===== config.mk =====
export PLATFORM = sky130hd
export DESIGN_NAME = dcache_controller
export DESIGN_NICKNAME = d
export VERILOG_FILES = /design/src/rtl/cache_pkg.sv /design/src/rtl/dcache_tag_data_array.sv /design/src/rtl/dcache_controller.sv
export SDC_FILE = /design/constraint.sdc
export NUM_CORES = 1
export LEC_CHECK = 0
export CORE_UTILIZATION = 56
export DETAILED_ROUTE_END_ITERATION = 10
export PLACE_DENSITY_LB_ADDON = 0.05
export SLEW_MARGIN = 20
export SYNTH_ARGS = -nofsm -noshare
export SYNTH_HDL_FRONTEND = slang
export SYNTH_SLANG_ARGS = --single-unit

===== constraint.sdc =====
create_clock -name clock -period 12.8 [get_ports clock]
set_input_delay 2.56 -clock clock [delete_from_list [all_inputs] [get_ports clock]]
set_output_delay 2.56 -clock clock [all_outputs]
set_load 0.02 [all_outputs]

===== src/rtl/cache_pkg.sv =====
// Shared types for the direct-mapped write-back data cache and its
// line-transfer protocol toward the backing memory.
package cache_pkg;
  localparam int ADDR_W = 32;
  localparam int LINE_W = 128;
  // widest tag the address can produce (at least one index bit)
  localparam int TAG_MAX_W = ADDR_W - 5;

  typedef logic [LINE_W-1:0] cache_data_type;
  typedef logic [TAG_MAX_W-1:0] cache_tag_field_type;

  typedef struct packed {
    logic              valid;
    logic              rw;
    logic [ADDR_W-1:0] addr;
    cache_data_type    data;
  } mem_req_type;

  typedef struct packed {
    logic           ready;
    cache_data_type data;
  } mem_data_type;

  typedef struct packed {
    logic              valid;
    logic              rw;
    logic [ADDR_W-1:0] addr;
    logic [31:0]       wdata;
  } cpu_req_type;

  typedef struct packed {
    logic        ready;
    logic [31:0] data;
  } cpu_result_type;

  typedef struct packed {
    logic                valid;
    logic                dirty;
    cache_tag_field_type tag;
  } cache_tag_type;

  typedef enum logic [1:0] {
    ST_IDLE,
    ST_WRITE_BACK,
    ST_ALLOCATE,
    ST_REFILL_DONE
  } cache_state_type;

  function automatic cache_tag_field_type addr_tag(input logic [ADDR_W-1:0] addr,
                                                   input int idx_w);
    logic [ADDR_W-1:0] shifted;
    shifted = addr >> (4 + idx_w);
    return shifted[TAG_MAX_W-1:0];
  endfunction

  // Rebuilds {tag, index, 4'b0}; tags are stored zero-extended.
  function automatic logic [ADDR_W-1:0] line_addr(input cache_tag_field_type tag,
                                                  input logic [ADDR_W-1:0] index,
                                                  input int idx_w);
    logic [ADDR_W-1:0] tag_ext;
    tag_ext = {{(ADDR_W-TAG_MAX_W){1'b0}}, tag};
    return (tag_ext << (4 + idx_w)) | (index << 4);
  endfunction
endpackage


===== src/rtl/dcache_tag_data_array.sv =====
// Tag and line storage: synchronous write, combinational read. Only the
// valid/dirty bits are reset; tags and data come up undefined.
module dcache_tag_data_array
  import cache_pkg::*;
#(
  parameter int NUM_LINES = 4
) (
  input  logic                         clock,
  input  logic                         reset,
  input  logic [$clog2(NUM_LINES)-1:0] index,
  input  logic                         tag_we,
  input  cache_tag_type                tag_wr,
  input  logic                         data_we,
  input  cache_data_type               data_wr,
  output cache_tag_type                tag_rd,
  output cache_data_type               data_rd
);
  logic [NUM_LINES-1:0] valid_q;
  logic [NUM_LINES-1:0] dirty_q;
  cache_tag_field_type  tag_q  [NUM_LINES];
  cache_data_type       data_q [NUM_LINES];

  always_ff @(posedge clock or posedge reset) begin
    if (reset) begin
      valid_q <= '0;
      dirty_q <= '0;
    end else if (tag_we) begin
      valid_q[index] <= tag_wr.valid;
      dirty_q[index] <= tag_wr.dirty;
    end
  end

  always_ff @(posedge clock) begin
    if (tag_we) tag_q[index] <= tag_wr.tag;
    if (data_we) data_q[index] <= data_wr;
  end

  assign tag_rd  = '{valid: valid_q[index], dirty: dirty_q[index], tag: tag_q[index]};
  assign data_rd = data_q[index];
endmodule


===== src/rtl/dcache_controller.sv =====
// Direct-mapped write-back/write-allocate data cache controller. Hits answer
// in the compare cycle; misses write back a dirty victim, then refill.
module dcache_controller
  import cache_pkg::*;
#(
  parameter int NUM_LINES = 4
) (
  input  logic              clock,
  input  logic              reset,
  input  logic              cpu_req_valid,
  input  logic              cpu_req_rw,
  input  logic [ADDR_W-1:0] cpu_req_addr,
  input  logic [31:0]       cpu_req_wdata,
  output logic              cpu_ready,
  output logic [31:0]       cpu_rdata,
  output mem_req_type       mem_req,
  input  mem_data_type      mem_data,
  output logic [31:0]       hit_count,
  output logic [31:0]       miss_count,
  output cache_state_type   debug_state
);
  localparam int IDX_W = $clog2(NUM_LINES);

  cpu_req_type         req;
  cpu_result_type      res;
  logic [IDX_W-1:0]    idx;
  cache_tag_field_type req_tag;
  logic [1:0]          word_sel;
  cache_tag_type       tag_rd, tag_wr;
  cache_data_type      data_rd, data_wr;
  logic                tag_we, data_we;
  cache_state_type     state;
  logic                replay;
  logic                hit;

  assign req      = '{valid: cpu_req_valid, rw: cpu_req_rw, addr: cpu_req_addr, wdata: cpu_req_wdata};
  assign idx      = req.addr[4+IDX_W-1:4];
  assign req_tag  = addr_tag(req.addr, IDX_W);
  assign word_sel = req.addr[3:2];
  assign hit      = (state == ST_IDLE) && req.valid && tag_rd.valid && (tag_rd.tag == req_tag);

  dcache_tag_data_array #(.NUM_LINES(NUM_LINES)) u_array (
    .clock   (clock),
    .reset   (reset),
    .index   (idx),
    .tag_we  (tag_we),
    .tag_wr  (tag_wr),
    .data_we (data_we),
    .data_wr (data_wr),
    .tag_rd  (tag_rd),
    .data_rd (data_rd)
  );

  always_comb begin
    res     = '0;
    tag_we  = 1'b0;
    data_we = 1'b0;
    tag_wr  = '0;
    data_wr = data_rd;
    if (hit) begin
      res.ready = 1'b1;
      if (!req.rw) begin
        res.data = data_rd[{word_sel, 5'b0} +: 32];
      end else begin
        tag_we  = 1'b1;
        data_we = 1'b1;
        tag_wr  = '{valid: 1'b1, dirty: 1'b1, tag: req_tag};
        data_wr[{word_sel, 5'b0} +: 32] = req.wdata;
      end
    end else if (state == ST_ALLOCATE && mem_req.valid && mem_data.ready) begin
      tag_we  = 1'b1;
      data_we = 1'b1;
      tag_wr  = '{valid: 1'b1, dirty: 1'b0, tag: req_tag};
      data_wr = mem_data.data;
    end
  end

  assign cpu_ready   = res.ready;
  assign cpu_rdata   = res.data;
  assign debug_state = state;

  // mem_req is only ever loaded at transaction start and cleared once ready
  // is seen, so its fields cannot move while valid is high.
  always_ff @(posedge clock or posedge reset) begin
    if (reset) begin
      state      <= ST_IDLE;
      mem_req    <= '0;
      hit_count  <= '0;
      miss_count <= '0;
      replay     <= 1'b0;
    end else begin
      case (state)
        ST_IDLE: begin
          replay <= 1'b0;
          if (hit) begin
            if (!replay) hit_count <= hit_count + 32'd1;
          end else if (req.valid) begin
            miss_count <= miss_count + 32'd1;
            if (tag_rd.valid && tag_rd.dirty) begin
              state   <= ST_WRITE_BACK;
              mem_req <= '{valid: 1'b1, rw: 1'b1,
                           addr: line_addr(tag_rd.tag, ADDR_W'(idx), IDX_W), data: data_rd};
            end else begin
              state   <= ST_ALLOCATE;
              mem_req <= '{valid: 1'b1, rw: 1'b0,
                           addr: line_addr(req_tag, ADDR_W'(idx), IDX_W), data: '0};
            end
          end
        end
        ST_WRITE_BACK: begin
          if (mem_data.ready) begin
            mem_req <= '0;
            state   <= ST_ALLOCATE;
          end
        end
        ST_ALLOCATE: begin
          // Entered with valid low after a write-back: that cycle is the turnaround.
          if (!mem_req.valid) begin
            mem_req <= '{valid: 1'b1, rw: 1'b0,
                         addr: line_addr(req_tag, ADDR_W'(idx), IDX_W), data: '0};
          end else if (mem_data.ready) begin
            mem_req <= '0;
            state   <= ST_REFILL_DONE;
          end
        end
        ST_REFILL_DONE: begin
          replay <= 1'b1;
          state  <= ST_IDLE;
        end
        default: state <= ST_IDLE;
      endcase
    end
  end
endmodule


==> results.sh <==
export IMPL_drt_initial_drc_count=2639
export IMPL_hold_violations=0
export IMPL_r2r_start="debug_state[1]"
export IMPL_slew_viol_final=0
export IMPL_cts_setup_buffers=0
export IMPL_fin_crit_sh_pct=77.0
export IMPL_yosysWarnings=0
export IMPL_critPathMaxFanout=90
export IMPL_yosysSeqAreaShare_pct=62.8
export IMPL_clock_sinks=849
export IMPL_htree_levels=3
export IMPL_vias=25900
export IMPL_wl_microns=109000
export IMPL_synthAdderAreaFrac_pct=0.355
export IMPL_startpoint_type="primary input"
export IMPL_min_from="hit_count[31]"
export IMPL_required_ns=10.24
export IMPL_final_cell_mix="616 x edfxtp_1, 447 x clkdlybuf4s50_1, 233 x dfrtp_1"
export IMPL_worst_slack_ns=2.95
export IMPL_cts_root_buffer="clkbuf_16"
export IMPL_synth_edff_count=616
export IMPL_r2r_cells=14
export IMPL_core_sq_um=68500
export IMPL_synth_xor_area_share_pct=1.76
export IMPL_cts_path_max_buffers=3
export IMPL_yosys_area_share_simple_pct=7.79
export IMPL_ir_worst_vdd_mv=0.233
export IMPL_fillers=4768
export IMPL_preCtsSetupSlack_ns=3.06
export IMPL_synth_area_mux_share_pct=15.5
export IMPL_dp_hpwl_microns=64500
export IMPL_endpoint_kind="output port"
export IMPL_drc=0
export IMPL_reg2reg_slack_ns=7.08
export IMPL_grt_first_pass_wirelength_microns=163000
export IMPL_io_pins=458
export IMPL_gp_congestion=0.858
export IMPL_clk_insertion_delay_late_ns=0.64
export IMPL_path_clk_slew_ns=0.06
export IMPL_arrival_ns=7.29
export IMPL_fin_nets=3291
export IMPL_slew_headroom_pct=23.9
export IMPL_p_leak_nw=17.0
export IMPL_whs_endpoint="hit_count[31]"
export IMPL_min_path_type="register to register"
export IMPL_syn_inst=2691
export IMPL_die_w_microns=265
export IMPL_period_needed_ns=9.85
export IMPL_timing_rr_end="u_array.data_q[2][88]"
export IMPL_ys_flop_type="edfxtp_1"
export IMPL_area_delta_synth_final_pct=20.7
export IMPL_portBuffers=451
export IMPL_fmax_ghz=0.101
export IMPL_post_cts_resize_count=0
export IMPL_grt_max_degree=187
export IMPL_holdBufCountCts=0
export IMPL_tightest_slew_ns=1.14
export IMPL_path_class="primary input to output port"
export IMPL_drive_above_1_share_pct=13.5
export IMPL_synth_distinct_cells=55
export IMPL_first_global_vias=26200
export IMPL_synth_top_family_by_area="multiplexers"
export IMPL_synthArstFlopShare_pct=27.4
export IMPL_antenna_found_initial=24
export IMPL_syn_avg_cell_area_sq_um=14.4
export IMPL_status="finished, final reports clean"
export IMPL_fin_setup_tns_ns=0
export IMPL_cts_tree="yes"
export IMPL_num_rows=96
export IMPL_die_h_microns=265
export IMPL_dieArea_sq_um=70200
export IMPL_cts_buffers=88
export IMPL_final_common_cell="edfxtp_1"
export IMPL_grtUsageTotal_pct=31.1
export IMPL_min_path_cells=1
export IMPL_vias_per_cell=6.38
export IMPL_dr_pass1_iters=5
export IMPL_syn_area_sq_um=38700
export IMPL_skew_ns=0.0251
export IMPL_grt_overflow=0
export IMPL_power_density_nw_per_um2=182
export IMPL_cap_violations=0
export IMPL_synth_compound_area_share_pct=7.71
export IMPL_ys_ff_latch=849
export IMPL_finalSetupViolations=0
export IMPL_drtAntennaViolNets=0
export IMPL_rsz0062_at_grt="false"
export IMPL_wire_per_inst_microns=26.8
export IMPL_start_util_pct=56.6
==> kinds of logic after synthesis <==
logic type      count (synthesis)
mux                           374
buf+inv                       347
other cells                     1
compound gates                452
xor+xnor                       78
simple gates                  579
flops                         849
fa+ha+maj                      11
==> per-stage QoR <==
stage                     instance area [sq um]  total power [W]  hold WS, ns  std cells  util (%)
after detailed placement                  43900          0.00604        0.469       3875      64.1
after floorplan                           38800          0.00518        0.461       2694         -
after CTS                                 46700          0.00854        0.477       4039      68.2
final                                     46700          0.00850        0.469       4054      68.3
after global routing                      46700          0.00882        0.495       4052      68.3
after global placement                    43900          0.00596        0.458       3874      64.1
==> final cells by class <==
cell class	count	area [sq um]	share of cell area [%]
flip-flops and latches	849	24300	52.0
diodes	15	37.5	0.0803
inverters	151	576	1.23
repair buffers	495	4940	10.6
clock buffers	122	2480	5.31
clock inverters	42	338	0.723
well taps	882	1100	2.36
multi-input cells	1498	12900	27.7
==> cells in the mapped netlist, drive strengths merged, types with 23 or more instances <==
cell type / n / share of area, %
edfxtp: 616 / 48
dfrtp: 233 / 15
nand2: 221 / 2.1
mux4: 176 / 10
mux2i: 163 / 4.2
inv: 151 / 1.5
a21oi: 147 / 1.9
a22oi: 132 / 2.6
and2: 132 / 2.1
a211oi: 131 / 2.5
clkbuf: 108 / 1.0
buf: 88 / 1.6
and3: 53 / 0.86
xnor2: 49 / 1.1
nand3: 39 / 0.50
mux2: 35 / 1.0
nor2: 30 / 0.29
xor2: 29 / 0.66
nor2b: 23 / 0.44
==> how the worst max path moves through the flow <==
stage,start,end,slack (ns)
finish,cpu_req_addr[5],cpu_rdata[16],2.95
global route,cpu_req_addr[5],cpu_rdata[16],2.86
CTS,cpu_req_addr[5],cpu_rdata[16],3.04
detailed placement,cpu_req_addr[5],cpu_rdata[16],3.06
global placement,cpu_req_addr[5],cpu_rdata[16],3.08
floorplan,cpu_req_addr[5],u_array.data_q[2][0],0.79
==> flip-flops by register name, indices dropped and copies added (netlist names) <==
name,count
debug_state,2
u_array.valid_q,4
u_array.data_q,512
replay,1
miss_count,32
u_array.dirty_q,4
hit_count,32
u_array.tag_q,104
mem_req,158
==> worst max-delay path, stage by stage <==
cell and delay [ns]:
clkbuf_8 0.68, buf_4 0.79, mux2i_1 0.44, o21ai_0 0.15, nor4_1 0.28, a31oi_1 0.18
nor4_4 0.61, buf_12 0.42, and3_1 0.29, clkdlybuf4s50_1 0.62
==> power by group <==
group          internal, W  switching [W]  leakage, nW
Sequential         0.00345       0.000161         8.85
Combinational     0.000977        0.00140         6.73
Clock              0.00146        0.00106         1.40
Total              0.00589        0.00262         17.0
==> metal layers <==
layer	vias up	part of all wire [%]	global-route usage, %
met4	16	3.7	13.1
li1	11000	-	-
met3	242	8.2	6.43
met2	1327	49	49.6
met5	-	0.096	0
met1	13300	39	41.8
Power figures use the tool's default switching activity.
